`src/rtl/fft_pkg.sv`:
```
// ============================================================================
// Module  : fft_pkg
// Brief   : Shared constants and types for the 512-point, 16-lane FFT front end.
// Revision: 1.0 - initial release
// ============================================================================
`default_nettype none

package fft_pkg;

    localparam int LANES      = 16;
    localparam int SR_DEPTH   = 256;
    localparam int HALF_BEATS = 16;

    typedef logic [3:0] row_t;

    typedef enum logic [1:0] {
        IDLE = 2'd0,
        FILL = 2'd1,
        BFLY = 2'd2
    } step0_state_e;

endpackage

`default_nettype wire

```
`src/rtl/fft_beat_counter.sv`:
```
// ============================================================================
// Module  : fft_beat_counter
// Brief   : Beat counter with enable, synchronous clear and terminal-count flags.
// Revision: 1.0 - initial release
// ============================================================================
`default_nettype none

module fft_beat_counter #(
    parameter int WIDTH = 5
) (
    input  logic             clk,
    input  logic             rst,
    input  logic             en,
    input  logic             clr,
    output logic [WIDTH-1:0] count,
    output logic             tc,
    output logic             half_tc
);

    localparam logic [WIDTH-1:0] c_all_ones = '1;
    localparam logic [WIDTH-1:0] c_half_end = {1'b0, {(WIDTH-1){1'b1}}};

    logic [WIDTH-1:0] r_count;

    always_ff @(posedge clk) begin
        if (rst || clr) begin
            r_count <= '0;
        end else if (en) begin
            r_count <= r_count + WIDTH'(1);
        end
    end

    assign count   = r_count;
    assign tc      = (r_count == c_all_ones);
    assign half_tc = (r_count == c_half_end);

endmodule

`default_nettype wire

```
`src/rtl/fft_step0_seq.sv`:
```
// ============================================================================
// Module  : fft_step0_seq
// Brief   : Beat sequencer for the first radix-2 stage (fill, then butterfly).
// Revision: 1.0 - initial release
// ============================================================================
`default_nettype none

module fft_step0_seq
    import fft_pkg::*;
#(
    parameter int HALF_BEATS = 16,
    parameter int ROT_START  = 8,
    parameter int FCNT_W     = 16
) (
    input  logic              clk,
    input  logic              rst,
    input  logic              valid,
    input  logic              clear,
    output logic              sr_shift_en,
    output logic              bfly_en,
    output logic [3:0]        bfly_row,
    output logic              out_en,
    output logic [3:0]        out_row,
    output logic              out_rot,
    output logic              frame_start,
    output logic              frame_done,
    output logic              busy,
    output logic [FCNT_W-1:0] frame_cnt
);

    localparam logic [4:0] c_half = 5'(HALF_BEATS);
    localparam row_t       c_rot  = 4'(ROT_START);

    step0_state_e      r_state;
    logic              r_out_en;
    row_t              r_out_row;
    logic              r_out_rot;
    logic              r_frame_done;
    logic [FCNT_W-1:0] r_frame_cnt;

    logic       w_acc;
    logic [4:0] w_cnt;
    logic       w_tc;
    logic       w_half_tc;
    logic       w_bfly_en;
    row_t       w_bfly_row;
    logic       w_last;

    assign w_acc = valid & ~clear;

    fft_beat_counter #(
        .WIDTH (5)
    ) u_beat_cnt (
        .clk     (clk),
        .rst     (rst),
        .en      (w_acc),
        .clr     (clear),
        .count   (w_cnt),
        .tc      (w_tc),
        .half_tc (w_half_tc)
    );

    assign w_bfly_en  = w_acc & (r_state == BFLY);
    assign w_bfly_row = w_bfly_en ? row_t'(w_cnt - c_half) : '0;
    assign w_last     = w_bfly_en & w_tc;

    always_ff @(posedge clk) begin
        if (rst) begin
            r_state      <= IDLE;
            r_out_en     <= 1'b0;
            r_out_row    <= '0;
            r_out_rot    <= 1'b0;
            r_frame_done <= 1'b0;
            r_frame_cnt  <= '0;
        end else if (clear) begin
            // Abort drops the frame but keeps the completed-frame tally.
            r_state      <= IDLE;
            r_out_en     <= 1'b0;
            r_out_row    <= '0;
            r_out_rot    <= 1'b0;
            r_frame_done <= 1'b0;
        end else begin
            case (r_state)
                IDLE:    if (w_acc)             r_state <= FILL;
                FILL:    if (w_acc && w_half_tc) r_state <= BFLY;
                BFLY:    if (w_last)            r_state <= IDLE;
                default:                        r_state <= IDLE;
            endcase

            r_out_en     <= w_bfly_en;
            r_frame_done <= w_last;
            if (w_bfly_en) begin
                r_out_row <= w_bfly_row;
                r_out_rot <= (w_bfly_row >= c_rot);
            end
            if (w_last) begin
                r_frame_cnt <= r_frame_cnt + FCNT_W'(1);
            end
        end
    end

    assign sr_shift_en = w_acc;
    assign bfly_en     = w_bfly_en;
    assign bfly_row    = w_bfly_row;
    assign frame_start = w_acc & (w_cnt == 5'd0);
    assign out_en      = r_out_en;
    assign out_row     = r_out_row;
    assign out_rot     = r_out_rot;
    assign frame_done  = r_frame_done;
    assign busy        = (r_state != IDLE);
    assign frame_cnt   = r_frame_cnt;

endmodule

`default_nettype wire
```
`config.mk`:
```
export PLATFORM = sky130hd
export DESIGN_NAME = fft_step0_seq
export DESIGN_NICKNAME = d
export VERILOG_FILES = /design/src/rtl/fft_pkg.sv /design/src/rtl/fft_beat_counter.sv /design/src/rtl/fft_step0_seq.sv
export SDC_FILE = /design/constraint.sdc
export NUM_CORES = 1
export LEC_CHECK = 0
export ABC_CLOCK_PERIOD_IN_PS = 2000
export CORE_MARGIN = 4
export CORE_UTILIZATION = 55
export DETAILED_ROUTE_END_ITERATION = 10
export DONT_BUFFER_PORTS = 1
export GPL_ROUTABILITY_DRIVEN = 0
export GPL_TIMING_DRIVEN = 0
export PLACE_DENSITY = 0.84
export REMOVE_ABC_BUFFERS = 1
export SYNTH_ARGS = -nofsm -noshare
export SYNTH_HDL_FRONTEND = slang
export SYNTH_SLANG_ARGS = --single-unit
```
`constraint.sdc`:
```
create_clock -name clk -period 2 [get_ports clk]
set_input_delay 0.1 -clock clk [delete_from_list [all_inputs] [get_ports clk]]
set_output_delay 0.1 -clock clk [all_outputs]
set_load 0.005 [all_outputs]
```
* Yosys cells after proc, flatten, opt, wreduce, memory -nomap -nowiden
Cells that the tools add are included.
** Storage, ports and cells
- Register bits after elaboration :: 30
- Input bits :: 4
- Output and inout bits :: 31
- Logic and storage cells :: 36
** Cells by class
- $add $sub $neg :: 3
- Magnitude comparators :: 1
- Equality and inequality tests :: 7
- Multiplexer cells :: 5
- Bitwise operators :: 5
- Reductions and logical operators :: 8
** Operator list (count)
- $add A16 B1 Y16 const B :: 1
- $mux W2 :: 3
- $ne A2 B2 Y1 const B :: 3
- $pmux W2 S3 :: 1
- $add A5 B1 Y5 const B :: 1
- $eq A5 B4 Y1 const B :: 1
- $eq A5 B5 Y1 const B :: 1
- $logic_not A5 Y1 :: 1
- $and A1 B1 Y1 :: 4
- $ge A4 B4 Y1 const B :: 1
- $mux W4 :: 1
- $sub A4 B1 Y4 const B :: 1
- $reduce_and A3 Y1 :: 1
- $eq A2 B1 Y1 const B :: 1
- $eq A2 B2 Y1 const B :: 1
- $logic_not A2 Y1 :: 1
- $reduce_and A2 Y1 :: 1
- $reduce_bool A2 Y1 :: 1
- $reduce_or A2 Y1 :: 1
- $logic_and A1 B1 Y1 :: 1
- $logic_or A1 B1 Y1 :: 1
- $not A1 Y1 :: 1

* Longest topological paths before layout
- Word-level depth :: 6
- Depth in mapped cells :: 8
- Depth with buffers taken out :: 7

* Modules after synthesis
Synthesis repeated with hierarchy kept, for this count alone.
** Unflattened totals
- Cells, all modules :: 155
- Area, all modules :: 1356.3 um2
** Modules (own cells, without submodules)
- fft_step0_seq :: times used 1, cells each 130, area each 1086.0 um2, sequential area each 480.5 um2
- fft_beat_counter :: times used 1, cells each 25, area each 270.3 um2, sequential area each 100.1 um2

* Least setup slack after synthesis
No wires, ideal clock.
- Kind :: reg2reg
- From :: register u_beat_cnt.r_count[0] (netlist: u_beat_cnt.count[0])
- To :: register r_frame_cnt[13] (netlist: frame_cnt[13])
- Setup time :: 70 ps
- Arrival time :: 1956 ps
- Data required time :: 1930 ps
- Path slack :: -27 ps
- Cell stages (with the launch flop) :: 9
- Buffers on the path :: 1
- Period minus slack after synthesis :: 2027 ps
- Path through :: dfxtp_1 ha_1 and3_1 ha_1 nand4_1 or2_1 buf_6 or4_1 a21oi_1
** On the way
- Cells in the longest elaborated chain, start to end :: 3
** RTL lines
- from (decl) :: line fft_beat_counter.sv:23 : logic [WIDTH-1:0] r_count;
- from (signal assigned) :: line fft_beat_counter.sv:29 : r_count <= r_count + WIDTH'(1);
- $eq A5 B5 Y1 :: line fft_beat_counter.sv:34 : assign tc = (r_count == c_all_ones);
- $and A1 B1 Y1 :: line fft_step0_seq.sv:65 : assign w_last = w_bfly_en & w_tc;
- $reduce_and A2 Y1 (no source line)
- to (signal assigned) :: line fft_step0_seq.sv:97 : r_frame_cnt <= r_frame_cnt + FCNT_W'(1);
- to (decl) :: line fft_step0_seq.sv:39 : logic [FCNT_W-1:0] r_frame_cnt;
No other way between the ends.
A chain may end at the register's enable or synchronous reset.

* Worst setup path in the final report
- From :: register u_beat_cnt.r_count[0] (netlist: u_beat_cnt.count[0])
- To :: register r_frame_cnt[11] (netlist: frame_cnt[11])
The elaborated chain is that of the path after synthesis.

==> impl_results.md <==
* Core Util, Final at 0.689
* Status: completed
* CTS tree: yes
* R2R cell count at 7
* CP startpoint: u_beat_cnt.count[0]
* Cells after Synth at 155
* Num CTS Buffers at 5
* Reg2reg end: frame_cnt[11]
* Mux cell area share after synthesis at 0.0231
* Placed cells at 174
* Vias/cell at 5.83
* Setup crit start kind: flop
* Register area share after synthesis at 0.428
* Initial antenna violation count at 0
* Number of diodes at 0
* CP peak stage delay at 0.49 ns
* Clk pin slew, worst setup/hold paths at roughly 0.090 ns
* Leak at 0.000597 uW
* Area of the multi-input gates at 749 um2
* Synth top cells by count: dfxtp_1 (29), nor2_1 (18), nand2_1 (14)
* CP Max Fanout at 5
* Fmax at just over 500 MHz
* Post-Synth XOR/XNOR Area at 0.0710
* Crit path to: frame_cnt[11]
* Dpl ws at -0.240 ns
* Clock sinks at 29
* Synthesized cell area at 1360 um2
* Post-DP HPWL at roughly 1.9 mm
* Synth top area share at 0.428
* Adder-cell area share of the yosys netlist at 0.0461
* Crit-path slowest cell: or4_4
* DRC viols at 0
* Final hold violations at 0
* Die X at 57.7 um
* Syn-to-layout area delta at 15.7%
* Setup CP Type: flop to flop
* Syn_area_per_cell at around 8.8 um2
* Fin Hold WS at between 0.01 and 0.015 ns
* RR Startpoint: u_beat_cnt.count[0]
* Crit path cell chain: ha_4 -> and3_4 -> ha_4 -> nand4_1 -> or2_4 -> or4_4 -> a21oi_2
* Worst setup margin at 0.0522 ns
* Dominant cell type by area after synthesis: dfxtp_1
* Pin count of the biggest net entering global routing at 19
* Post-layout nets at around 170
* Post-synth EDFFs at 0
* Slew Viols, Final at 0
* DIE AREA at between 3000 and 4000 um2
* WL/cell at 15.2 um
* Critical path required time at 2.26 ns
* Fraction of layout cells with a size suffix above 1 at 0.195
* Synth Area in Simple Gates at 0.285
* Worst setup EP type: flop
* Starting density of the core at 0.596
* Yosys warns at 0
* Worst Max-Slew Pin Slew at 0.705 ns
* WL final at 2.92 mm
* Placeable Area at around 2300 um2
* Routed Antenna Nets at 0
* Global route overflow at 0
* Pwr dens at between 700 and 800 nW/um2
* Critical Path Most Common Cell: ha_4
* Worst Path Arrival at 2.21 ns
* Global-route wire length before repair at 4.63 mm
* FILL cells at 170
* Endpoints failing setup at 0
* Vias at 1120
* R2r setup slk at approximately 0.052 ns
* Post-synthesis register bit count at 29
* Row count at 17
* Io pins at 35
* Max-Cap Viols at 0
* Global-route usage over all layers at 0.181
* Vias in the first global route at ~1000
* Synth async-reset ratio at 0
* I/O Buffers at 0
* Post-route minimum period at 1.95 ns
* Post-synthesis compound-gate area fraction at 0.0793
* 1st-iter DRT viols at between 40 and 50
* Register area at 586 um2
* Peak supply drop at approximately 0.00068 V
* CTS root buf: clkbuf_4
* Most numerous cell in the Yosys netlist: dfxtp_1
* Final Cycle Share at 0.974
* Htree depth at 2
* Synth area leaders: dfxtp_1 (43%), nor2_1 (5.0%), ha_1 (4.6%), xor2_1 (4.5%), a21oi_1 (4.1%)
* Die height at 57.7 um
* Final instance count without filler cells at 192
* Drt first pass iters at 4
* Largest family of logic cells by synthesized area: simple AND/OR/NAND/NOR gates
* Max-slew headroom at 0.528
* Worst min-delay path category: input port to flop
* Clk_lat worst skew at between 0.3 and 0.4 ns
* RSZ-0062 raised after global routing: yes
* Unique masters post-synth at 36
* Maximum buffer depth of the clock tree at 2
* Post-synth top flop: dfxtp_1
* Clock skew after layout at 0.00910 ns
## worst min path at each step
| stage | slack, ns | endpoint | depth (start not counted) | from |
|---|---|---|---|---|
| 2_1_floorplan | 0.17 | frame_cnt[10] | 1 | rst |
| 5_1_grt | 0.03 | out_en | 2 | valid |
| 6_report | 0.01 | out_en | 2 | valid |
| 3_3_place_gp | 0.17 | frame_cnt[13] | 1 | rst |
| 3_5_place_dp | 0.17 | frame_cnt[9] | 1 | rst |
| 4_1_cts | 0.0007 | out_en | 2 | valid |
## timing repair
action	in CTS	in global routing
gates cloned	0	0
resized for setup	10	8
hold buffers	2	0
pin swaps	3	5
endpoints found under the hold margin	21	0
buffers inserted	5	3
setup endpoints to repair	7	6
## power breakdown
part | switching, uW | internal (uW)
combinational | 20.1 | 13.5
clock | 206 | 298
sequential | 3.43 | 579
total | 229 | 891
## state kept, by name (all words and copies together), names as in the netlist
register	flops
out_en	1
frame_cnt	16
out_row	4
r_state	2
frame_done	1
u_beat_cnt.count	5
## cell usage in the layout (no fill, tap or decap), types with 2 or more instances in the layout
master	instances
nand4_1	4
dfxtp_1	27
nand3_1	7
ha_4	2
ha_1	3
buf_4	8
or3_1	2
nor2_1	18
mux2i_1	2
or4_1	2
o31ai_1	4
dlygate4sd3_1	2
a21oi_2	3
or4_4	2
xor2_1	7
o21ai_1	3
and4_1	2
and3_1	2
xnor2_1	4
a21oi_1	8
clkbuf_4	5
nor2b_1	3
nor3_1	2
inv_1	8
nand2_1	13
## cell families after synthesis
kind of cell / Yosys count
muxes: 3
buffers and inverters: 18
adders and majority gates: 5
xor gates and xnor gates: 11
and+or+nand+nor: 70
DFF: 29
AOI/OAI and AO/OA: 19
## area by class of cell
type | count | share of cell area
inverter | 9 | 0.0215
timing repair buffer | 10 | 0.0510
clock buffer | 7 | 0.0351
tap | 28 | 0.0223
clock inverter | 1 | 0.0191
multi-input combinational | 108 | 0.478
sequential | 29 | 0.373
## stage by stage
stage	TNS [ns]	cell area [um2]	total power [uW]
2_1_floorplan	0	1300	612
3_3_place_gp	-0.709	1330	615
3_5_place_dp	-1.22	1330	616
4_1_cts	0	1520	1130
5_1_grt	-0.0846	1570	1150
6_report	0	1570	1120
## metal layers
layer / track usage / up-vias / share of wire
met1: 0.212 / 521 / 0.41
li1: - / 542 / -
met2: 0.287 / 48 / 0.49
met5: 0 / - / 0
met3: 0.0624 / 9 / 0.077
met4: 0.0993 / 0 / 0.026
## critical path, delay by kind of cell, from the launching register on
family / cells / cell delay, ns
AND/OR/NAND/NOR: 4 / 1.12
adder cells (fa/ha/maj): 2 / 0.26
flip-flops: 1 / 0.37
AO/OA/AOI/OAI: 1 / 0.13
(Power assumes the default switching activity.)
